==> config.mk <==
export PLATFORM = sky130hd
export DESIGN_NAME = cic_dec_ctrl
export DESIGN_NICKNAME = d
export VERILOG_FILES = /design/src/rtl/cic_ctrl_pkg.sv /design/src/rtl/cic_ctrl_timer.sv /design/src/rtl/cic_dec_ctrl.sv
export SDC_FILE = /design/constraint.sdc
export NUM_CORES = 1
export LEC_CHECK = 0
export ABC_AREA = 1
export BUFFER_PORTS_ARGS = -buffer_cell sky130_fd_sc_hd__buf_2
export CORE_MARGIN = 8
export CORE_UTILIZATION = 40
export DETAILED_ROUTE_END_ITERATION = 10
export GPL_ROUTABILITY_DRIVEN = 0
export GPL_TIMING_DRIVEN = 0
export PLACE_DENSITY_LB_ADDON = 0.12
export SLEW_MARGIN = 40
export SYNTH_ARGS = -nofsm -noshare
export SYNTH_HDL_FRONTEND = slang
export SYNTH_SLANG_ARGS = --single-unit
==> constraint.sdc <==
create_clock -name clk -period 1.55 [get_ports clk]
set_input_delay 0.3875 -clock clk [delete_from_list [all_inputs] [get_ports clk]]
set_output_delay 0.3875 -clock clk [all_outputs]
set_load 0.01 [all_outputs]
==> src/rtl/cic_ctrl_pkg.sv <==
// Shared types and helpers for the CIC decimator sequencer: state encoding,
// factor geometry and the legal-factor check.
package cic_ctrl_pkg;

    localparam int MAX_DEC_FACTOR = 16;
    localparam int DEC_WIDTH      = $clog2(MAX_DEC_FACTOR);
    localparam int TIMER_W        = 8;

    typedef enum logic [1:0] {
        RUN   = 2'd0,
        DRAIN = 2'd1,
        CLEAR = 2'd2
    } ctrl_state_e;

    // A factor is usable only if it is a nonzero power of two no larger than the CIC supports.
    function automatic logic is_legal_dec(input logic [DEC_WIDTH:0] dec);
        logic [DEC_WIDTH:0] dec_m1_s;
        logic [DEC_WIDTH:0] max_s;
        max_s    = (DEC_WIDTH+1)'(MAX_DEC_FACTOR);
        dec_m1_s = dec - {{DEC_WIDTH{1'b0}}, 1'b1};
        return (dec != '0) && ((dec & dec_m1_s) == '0) && (dec <= max_s);
    endfunction

endpackage

==> src/rtl/cic_ctrl_timer.sv <==
// Loadable down-counter with a terminal flag; the sequencer reuses it for
// both the drain wait and the CIC clear pulse.
module cic_ctrl_timer
    import cic_ctrl_pkg::*;
#(
    parameter int W = TIMER_W
) (
    input  logic         clk,
    input  logic         rst_n,
    input  logic         load,
    input  logic [W-1:0] load_val,
    input  logic         en,
    output logic         done
);

    logic [W-1:0] cnt_r;

    // Count register: load has priority, then decrement until zero.
    always_ff @(posedge clk or negedge rst_n) begin
        if (!rst_n) begin
            cnt_r <= '0;
        end else if (load) begin
            cnt_r <= load_val;
        end else if (en && (cnt_r != '0)) begin
            cnt_r <= cnt_r - W'(1);
        end
    end

    assign done = (cnt_r == '0);

endmodule

==> src/rtl/cic_dec_ctrl.sv <==
// Sequencer in front of the CIC decimator: safe run-time factor change, warm-up
// masking and sticky status. Optional error counters under CIC_CTRL_ERR_CNT_EN.
module cic_dec_ctrl
    import cic_ctrl_pkg::*;
#(
    parameter int DATA_WIDTH     = 16,
    parameter int DEFAULT_DEC    = 2,
    parameter int FLUSH_CYCLES   = 10,
    parameter int CLR_CYCLES     = 2,
    parameter int WARMUP_OUTPUTS = 1
) (
    input  logic                  clk,
    input  logic                  rst_n,
    input  logic                  cfg_valid,
    input  logic [DEC_WIDTH:0]    cfg_dec,
    output logic                  cfg_ready,
    output logic                  cfg_err,
    output logic                  busy,
    input  logic                  s_valid,
    input  logic [DATA_WIDTH-1:0] s_data,
    output logic                  s_ready,
    output logic                  cic_valid_in,
    output logic [DATA_WIDTH-1:0] cic_in,
    output logic [DEC_WIDTH:0]    cic_dec_factor,
    output logic                  cic_rst_n,
    input  logic [DATA_WIDTH-1:0] cic_out,
    input  logic                  cic_valid_out,
    input  logic                  cic_overflow,
    input  logic                  cic_underflow,
    output logic                  m_valid,
    output logic [DATA_WIDTH-1:0] m_data,
    output logic                  sticky_ovf,
    output logic                  sticky_unf,
    input  logic                  sticky_clr
`ifdef CIC_CTRL_ERR_CNT_EN
   ,output logic [15:0]           ovf_cnt,
    output logic [15:0]           unf_cnt
`endif
);

    localparam int WARM_W = (WARMUP_OUTPUTS < 1) ? 1 : $clog2(WARMUP_OUTPUTS + 1);
    localparam logic [DEC_WIDTH:0]  DEFAULT_DEC_V = (DEC_WIDTH+1)'(DEFAULT_DEC);
    localparam logic [WARM_W-1:0]   WARM_INIT     = WARM_W'(WARMUP_OUTPUTS);
    localparam logic [TIMER_W-1:0]  FLUSH_LOAD    = TIMER_W'(FLUSH_CYCLES - 1);
    localparam logic [TIMER_W-1:0]  CLR_LOAD      = TIMER_W'(CLR_CYCLES - 1);

    ctrl_state_e          state_r;
    logic [DEC_WIDTH:0]   pending_r;
    logic [DEC_WIDTH:0]   dec_r;
    logic                 cic_rst_n_r;
    logic [WARM_W-1:0]    warm_r;
    logic                 sticky_ovf_r;
    logic                 sticky_unf_r;

    logic                 in_run_s;
    logic                 cfg_legal_s;
    logic                 cfg_accept_s;
    logic                 timer_load_s;
    logic [TIMER_W-1:0]   timer_val_s;
    logic                 timer_en_s;
    logic                 timer_done_s;

    assign in_run_s     = (state_r == RUN);
    assign cfg_legal_s  = is_legal_dec(cfg_dec);
    assign cfg_accept_s = in_run_s && cfg_valid && cfg_legal_s;

    assign cfg_ready      = in_run_s && cfg_valid;
    assign cfg_err        = in_run_s && cfg_valid && !cfg_legal_s;
    assign busy           = !in_run_s;
    assign s_ready        = in_run_s;
    assign cic_valid_in   = s_valid && in_run_s;
    assign cic_in         = s_data;
    assign cic_dec_factor = dec_r;
    assign cic_rst_n      = cic_rst_n_r;
    assign m_valid        = cic_valid_out && (warm_r == '0);
    assign m_data         = cic_out;
    assign sticky_ovf     = sticky_ovf_r;
    assign sticky_unf     = sticky_unf_r;

    cic_ctrl_timer #(
        .W (TIMER_W)
    ) u_timer (
        .clk      (clk),
        .rst_n    (rst_n),
        .load     (timer_load_s),
        .load_val (timer_val_s),
        .en       (timer_en_s),
        .done     (timer_done_s)
    );

    // Timer control: arm on DRAIN and CLEAR entry, count down while waiting.
    always_comb begin
        timer_load_s = 1'b0;
        timer_val_s  = '0;
        timer_en_s   = 1'b0;
        case (state_r)
            RUN: begin
                if (cfg_accept_s) begin
                    timer_load_s = 1'b1;
                    timer_val_s  = FLUSH_LOAD;
                end else begin
                    timer_en_s = 1'b0;
                end
            end
            DRAIN: begin
                if (timer_done_s) begin
                    timer_load_s = 1'b1;
                    timer_val_s  = CLR_LOAD;
                end else begin
                    timer_en_s = 1'b1;
                end
            end
            CLEAR: begin
                timer_en_s = 1'b1;
            end
            default: begin
                timer_en_s = 1'b0;
            end
        endcase
    end

    // Reconfiguration FSM with registered CIC reset, factor and warm-up count.
    always_ff @(posedge clk or negedge rst_n) begin
        if (!rst_n) begin
            state_r     <= RUN;
            pending_r   <= DEFAULT_DEC_V;
            dec_r       <= DEFAULT_DEC_V;
            cic_rst_n_r <= 1'b0;
            warm_r      <= WARM_INIT;
        end else begin
            case (state_r)
                RUN: begin
                    cic_rst_n_r <= 1'b1;
                    if (cfg_accept_s) begin
                        pending_r <= cfg_dec;
                        state_r   <= DRAIN;
                    end
                    if (cic_valid_out && (warm_r != '0)) begin
                        warm_r <= warm_r - WARM_W'(1);
                    end
                end
                DRAIN: begin
                    if (timer_done_s) begin
                        state_r     <= CLEAR;
                        cic_rst_n_r <= 1'b0;
                        dec_r       <= pending_r;
                        warm_r      <= WARM_INIT;
                    end
                end
                CLEAR: begin
                    if (timer_done_s) begin
                        state_r     <= RUN;
                        cic_rst_n_r <= 1'b1;
                    end
                end
                default: begin
                    state_r     <= RUN;
                    cic_rst_n_r <= 1'b1;
                end
            endcase
        end
    end

    // Sticky status: CIC flags during its own clear are ignored; a new flag beats a clear.
    always_ff @(posedge clk or negedge rst_n) begin
        if (!rst_n) begin
            sticky_ovf_r <= 1'b0;
            sticky_unf_r <= 1'b0;
        end else begin
            if (cic_overflow && (state_r != CLEAR)) begin
                sticky_ovf_r <= 1'b1;
            end else if (sticky_clr) begin
                sticky_ovf_r <= 1'b0;
            end
            if (cic_underflow && (state_r != CLEAR)) begin
                sticky_unf_r <= 1'b1;
            end else if (sticky_clr) begin
                sticky_unf_r <= 1'b0;
            end
        end
    end

`ifdef CIC_CTRL_ERR_CNT_EN
    logic [15:0] ovf_cnt_r;
    logic [15:0] unf_cnt_r;

    // Saturating counts of flagged cycles, cleared together with the sticky bits.
    always_ff @(posedge clk or negedge rst_n) begin
        if (!rst_n) begin
            ovf_cnt_r <= 16'h0000;
            unf_cnt_r <= 16'h0000;
        end else begin
            if (sticky_clr) begin
                ovf_cnt_r <= 16'h0000;
            end else if (cic_overflow && (ovf_cnt_r != 16'hFFFF)) begin
                ovf_cnt_r <= ovf_cnt_r + 16'h0001;
            end
            if (sticky_clr) begin
                unf_cnt_r <= 16'h0000;
            end else if (cic_underflow && (unf_cnt_r != 16'hFFFF)) begin
                unf_cnt_r <= unf_cnt_r + 16'h0001;
            end
        end
    end

    assign ovf_cnt = ovf_cnt_r;
    assign unf_cnt = unf_cnt_r;
`endif

endmodule

==> results by group, run 1 <==
Logic synthesis
  – Post-Syn Area: 1597 um2
  – Multiplexer share of the synthesized area: 0
  – Adder-cell area share of the yosys netlist: 0.03135
  – Mapped Cells: 195
  – Synth Area in Compound Gates: 0.06583
  – Xor and xnor area share after synthesis: 0.005486
  – Syn Area/Cell: just over 8 um2
  – Seq cells post-synth: 24
  – Top cell type's share of synthesized area: 0.3292
  – Largest family of logic cells by synthesized area: simple AND/OR/NAND/NOR gates
  – Seq/Total Area, Yosys: 0.3785
  – Syn nets: ~240
  – Yosys warns: 0
  – Synth top area cells: dfrtp_1, buf_4, nand2_1
  – Post-Synth Simple-Gate Area: 0.2978
  – Leading area contributor after synthesis: dfrtp_1
  – Synth unique cells: 29

Layout
  – Filler Cell Count: between 300 and 400
  – # nets final: around 330
  – Final Instance Area: around 2300 um2
  – Storage element area: approximately 600 um2
  – Commonest non-fill, non-tap cells in the layout: buf_2, buf_4, nand2_1, dfrtp_1, inv_1
  – Share of post-route cells with drive strength above 1: 0.5842
  – Most common cell after layout, fill and taps aside: buf_2
  – Antenna diodes: 0
  – Area of the multi-input gates: approximately 800 um2
  – Area delta synth->final: 47.02%

Power and ir drop
  – Worst vdd ir: between 0.6 and 0.7 mV
  – Pwr Density: ~1300 nW/um2
  – Power, Total: 3.143 mW
  – P_leak: 1.255 nW

Clocking
  – Clk_lat worst skew: roughly 0.28 ns
  – Reg clk slew, reported paths: about 0.090 ns
  – CTS Buf Count: 3
  – CTS sink cnt: 24
  – CTS tree: done
  – Clk buf depth: 2
  – Root Buffer: clkbuf_8
  – CTS H-tree depth: 1

Setup path
  – Worst Path Required: roughly 1.2 ns
  – Worst Path Arrival: around 1.3 ns
  – CP Capture Type: output port
  – Worst Path Max Fanout: 3
  – Reg-to-reg slack, setup: about 0.05 ns
  – Worst r2r src: state_r[0]
  – Crit Path Class: flop to output port
  – Crit path launch type: flop
  – R2R cell count: 8
  – RR Endpoint: u_timer.cnt_r[5]
  – Worst path cell trace: inv_2 -> ha_4 -> nand2_4 -> inv_4 -> nand2_1 -> inv_1 -> buf_2
  – Crit-path slowest cell: dfrtp_1
  – Largest stage delay, worst path: 0.41 ns

Run status
  – Failing checks: setup timing
  – Outcome: finished, violations left

Floorplan
  – Total I/O pin count: slightly above 90
  – Die Width: around 79 um
  – Die H: between 70 and 80 um
  – Row count: 23
  – Core box area: approximately 4000 um2
  – Starting Density: 0.4079
  – Die area: around 6300 um2

Timing
  – Final worst slack: -0.1118 ns
  – Fmax: between 600 and 700 MHz
  – RSZ-0062 raised after global routing: yes
  – Fin crit share: 1.072
  – Final Hold Vio Count: 0
  – Slew margin rel.: 0.6324
  – Final setup TNS: -0.2874 ns
  – Layout Skew: roughly 0.0074 ns
  – Worst Hold Margin: about 0.085 ns
  – Tightest Pin Transition: around 0.55 ns
  – Final Setup Violations: 4
  – Period minus WS final: between 1.5 and 2 ns
  – Max-slew violations: 0

Place
  – IO buf count: 58
  – Post-DP HPWL: between 3 and 4 mm
  – Placed instance area: slightly below 2000 um2

Global route
  – Global-route wire length before repair: about 6.7 mm
  – Vias in the first global route: about 1500
  – Grt total ovfl: 0
  – Aggregate global-route resource usage: 0.1299
  – Initial antenna violation count: 0
  – Pin count of the biggest net entering global routing: 25

Drt
  – Antenna viol nets, final: 0
  – Final wirelength: 4.291 mm
  – First DRT Iteration DRCs: between 100 and 150
  – Via Count: ~1500
  – DRC: 0
  – Vias per cell: roughly 4.6
  – Pre-antenna DRT Iters: 4
  – Routed len/inst: about 13 um

Worst hold path
  – Min-delay worst type: primary input to async pin

Flow run
  – MaxCap Viol Count: 0
[synth_stat cells (all sizes together)]
master	number
dfstp	3
o31ai	3
buf	32
nor2	16
o21ai	11
inv	30
nand3	10
or2	2
o22ai	2
a21oi	3
dfrtp	21
nor3	3
nand2	47
xor2	1
ha	4
nand4	7
[stage by stage]
stage | worst slack (ns) | util | cells
CTS | -0.09344 | 0.5489 | 318
finish | -0.1118 | 0.5997 | 329
global placement | -0.09056 | 0.4987 | 303
floorplan | 0.01057 | - | 195
global route | -0.1543 | 0.5997 | 329
detailed placement | -0.07988 | 0.4987 | 303
[state kept, by name, indices dropped and copies added, names as in the netlist]
register	cells
sticky_unf	1
u_timer.cnt_r	8
cic_rst_n	1
pending_r	5
state_r	2
sticky_ovf	1
cic_dec_factor	5
warm_r	1
[area by class of cell]
cell class / count / area share
Sequential cell: 24 / 0.2575
Tap cell: 50 / 0.02665
Buffer: 32 / 0.1023
Clock buffer: 4 / 0.02345
Multi-Input combinational cell: 111 / 0.3316
Inverter: 30 / 0.05330
Timing Repair Buffer: 78 / 0.2052
[where the power goes]
part           internal (mW)  switching, mW  leakage (nW)
sequential             0.844          0.146         0.295
combinational          0.785          0.931         0.931
clock                  0.227          0.211        0.0288
total                   1.86           1.29          1.26
[metal layers]
layer  up-vias  global-route usage  wire, um
met1       662              0.1534      1771
met2        68              0.2136      2110
li1        761                   -         -
met3         6             0.03160       297
met4         0             0.06667       111
met5         -                   0         0
[how the worst max path moves through the flow]
stage          startpoint       to  cells after the start
2_1_floorplan  state_r[0]  cfg_err                      6
3_3_place_gp   cfg_dec[3]  cfg_err                      8
3_5_place_dp   cfg_dec[3]  cfg_err                      8
4_1_cts        state_r[1]  cfg_err                      7
5_1_grt        state_r[0]  cfg_err                      7
6_report       state_r[0]  cfg_err                      7
[logic make-up (layout without fill, tap and decap cells)]
family                     after synthesis  count (layout)
AOI/OAI and AO/OA                       19              19
buffers and inverters                   62             144
and+or+nand+nor                         85              87
xor gates and xnor gates                 1               1
DFF                                     24              24
adders and majority gates                4               4
[what timing repair did]
| item | in CTS | in global routing |
|---|---|---|
| setup endpoints to repair | 19 | 20 |
| cloned | 1 | 1 |
| setup buffers | 10 | 11 |
| hold buffers | 0 | 0 |
| pin swaps | 4 | 12 |
| resized for setup | 17 | 21 |
[worst max-delay path, delay by kind of cell, from the launching register on]
| family | cells | cell delay, ns |
|---|---|---|
| fa+ha+maj | 1 | 0.17 |
| simple gates | 2 | 0.11 |
| flops | 1 | 0.41 |
| buf+inv | 4 | 0.31 |
Note: power is estimated with default switching activity, not from simulation.
==> inputs of run 2 (changes only) <==
- PLACE_DENSITY: not set -> 0.87
- PLACE_DENSITY_LB_ADDON: 0.12 -> not set
==> run 2 against run 1 <==
Net effect:
- the run still ends with setup timing left
- first-iteration DRC count fell by 38%
- routed wire length increased by 15%
- final cell count is 0.30% higher
- largest power group unchanged
- highest routed layer unchanged
==> results by group, run 2 (same netlist as run 1, synthesis figures left out) <==
Timing
  – Max-slew violations: 0 (unchanged)
  – Final worst slack: -0.1305 ns (-0.01868 ns)
  – RSZ-0062 raised after global routing: yes
  – Fmax: 595.1 MHz (-1.1%)
  – Final Setup Violations: 12 (+8)
  – Slew margin rel.: 0.6267 (-0.005754)
  – Period minus WS final: 1.681 ns (+0.01868 ns)
  – Tightest Pin Transition: 0.5600 ns (+0.008630 ns)
  – Final Hold Vio Count: 0 (unchanged)
  – Fin crit share: 1.084 (+0.01205)
  – Layout Skew: 0.002464 ns (-0.004891 ns)
  – Worst Hold Margin: 0.09567 ns (+0.01057 ns)

Place
  – Placed Cells: 303 (unchanged)
  – IO buf count: 58 (unchanged)
  – Post-DP HPWL: 3.164 mm (+1.1%)

Drt
  – Vias per cell: 4.848 (+6.6%)
  – First DRT Iteration DRCs: 65 (-38%)
  – Final wirelength: 4.918 mm (+15%)
  – DRC: 0 (unchanged)
  – Pre-antenna DRT Iters: 4 (unchanged)
  – Routed len/inst: 14.90 um (+14%)
  – Via Count: 1600 (+6.9%)
  – Antenna viol nets, final: 0 (unchanged)

Clocking
  – Clk_lat worst skew: 0.27 ns (about the same)
  – # hold bufs at CTS: 0 (unchanged)
  – Root Buffer: clkbuf_8
  – CTS H-tree depth: 1 (unchanged)
  – CTS Buf Count: 3 (unchanged)
  – CTS sink cnt: 24 (unchanged)
  – CTS tree: done
  – Reg clk slew, reported paths: 0.09 ns (about the same)
  – Clk buf depth: 2 (unchanged)

Global route
  – Aggregate global-route resource usage: 0.1332 (+0.003378)
  – Grt met3 use: 0.03612 (+0.004515)
  – Pin count of the biggest net entering global routing: 25 (unchanged)
  – Initial antenna violation count: 0 (unchanged)
  – Grt total ovfl: 0 (unchanged)
  – Grt met2 use: 0.2449 (+0.03122)
  – Most Crowded Layer GR: met2
  – Vias in the first global route: 1578 (+4.5%)
  – Met1 Use GR: 0.1340 (-0.01937)
  – Global-route wire length before repair: 6.906 mm (+3.2%)

Floorplan
  – Total I/O pin count: 91 (unchanged)
  – Die Width: 79.18 um (unchanged)
  – Die area: 6269 um2 (unchanged)
  – Die H: 79.18 um (unchanged)
  – Row count: 23 (unchanged)
  – Core box area: 3914 um2 (unchanged)
  – Starting Density: 0.4079 (unchanged)

Layout
  – Biggest register: u_timer.cnt_r
  – Max FFs per register: 8 (unchanged)
  – Most common cell after layout, fill and taps aside: buf_2
  – Layout Cells excl Fill: 330 (+0.30%)
  – Share of post-route cells with drive strength above 1: 0.6071 (+0.02291)
  – Commonest non-fill, non-tap cells in the layout: buf_2, buf_4, nand2_1, dfrtp_1, inv_1
  – Filler Cell Count: 316 (-13%)
  – Area delta synth->final: 47.73%
  – Antenna diodes: 0 (unchanged)
  – # nets final: 330 (+0.30%)

Setup path
  – Worst Path Arrival: 1.84 ns (+0.57 ns)
  – Worst Path Max Fanout: 5 (+2)
  – Crit Path Class: flop to flop
  – WP buf/inv: 4 (unchanged)
  – Worst Path Required: 1.71 ns (+0.55 ns)
  – Worst path cell trace: inv_2 -> buf_4 -> buf_6 -> ha_4 -> or2_4 -> nand3_4 -> buf_12 -> or2_0 -> a21oi_1
  – Largest stage delay, worst path: 0.39 ns (-0.02 ns)
  – CP Capture Type: flop
  – CP delay by family, top: simple AND/OR/NAND/NOR gates
  – Crit-path slowest cell: dfrtp_1
  – Crit path launch type: flop

Power and ir drop
  – P_leak: 1.280 nW (+1.9%)
  – Pwr Density: 1402 nW/um2 (+4.7%)
  – Worst vdd ir: 0.9441 mV (+48%)

Flow run
  – MaxCap Viol Count: 0 (unchanged)

Worst hold path
  – Min-delay worst type: primary input to async pin

Run status
  – Failing checks: setup timing
  – Outcome: finished, violations left
-- run 2: cell count changes in the layout (fill, tap and decap cells not counted), sizes merged --
| cell | change |
|---|---|
| buf | +3 |
| bufinv | +1 |
| clkbuf | -1 |
| nand3 | -1 |
| nand4 | -1 |
-- run 2: cell type report --
type                       count  area [um2]  share of cell area
sequential                    24       604.3              0.2562
timing repair buffer          81       501.7              0.2127
buffer                        32       240.2              0.1019
clock inverter                 1       30.03             0.01273
tap                           50       62.56             0.02653
inverter                      30       120.1             0.05093
clock buffer                   3       41.29             0.01751
multi-input combinational    109       758.2              0.3215
-- run 2: power by group --
group	internal, mW	leakage (nW)	switching [mW]
Combinational	0.793	0.949	0.953
Sequential	0.844	0.295	0.151
Clock	0.346	0.0357	0.219
-- run 2: worst register-to-register path: stages (launching register included) --
cell and delay, ns:
dfrtp_1 0.39, inv_2 0.06, buf_4 0.13, buf_6 0.11
ha_4 0.15, or2_4 0.26, nand3_4 0.15, buf_12 0.13
or2_0 0.12, a21oi_1 0.08
-- run 2: through the flow --
step	total power [mW]	setup slack, ns	area [um2]	utilization	setup TNS (ns)
global placement	2.095	-0.09291	1952	0.4987	-0.1351
global route	3.496	-0.2150	2359	0.6026	-1.534
floorplan	1.809	0.01057	1599	-	0
detailed placement	2.151	-0.1079	1952	0.4987	-0.5473
CTS	2.966	-0.08104	2175	0.5556	-0.1977
finish	3.307	-0.1305	2359	0.6026	-0.7352
-- run 2: timing repair --
item | 4_1_cts | 5_1_grt
endpoints found under the hold margin | 0 | 0
buffers inserted | 11 | 13
pin swaps | 6 | 18
gates resized for setup | 15 | 25
gates cloned | 0 | 0
setup endpoints to repair | 20 | 18
-- run 2: worst paths after layout --
path                                          end  cells past startpoint  slack [ns]               from
worst max-delay path             u_timer.cnt_r[1]                      9       -0.13         state_r[0]
worst min-delay path            cic_dec_factor[3]                      1         0.1              rst_n
worst max register to register   u_timer.cnt_r[1]                      9       -0.13         state_r[0]
worst min register to register  cic_dec_factor[3]                      2        0.49  cic_dec_factor[3]
max in group asynchronous                  warm_r                      1        1.08              rst_n
min in group clk                       sticky_unf                      2        0.31         sticky_clr
-- run 2: routing by layer --
metal / vias to the layer above / routed length (um) / part of all wire
li1: 751 / - / -
met1: 742 / 1757 / 0.36
met2: 90 / 2625 / 0.53
met3: 17 / 365 / 0.074
met4: 0 / 170 / 0.035
met5: - / 0 / 0
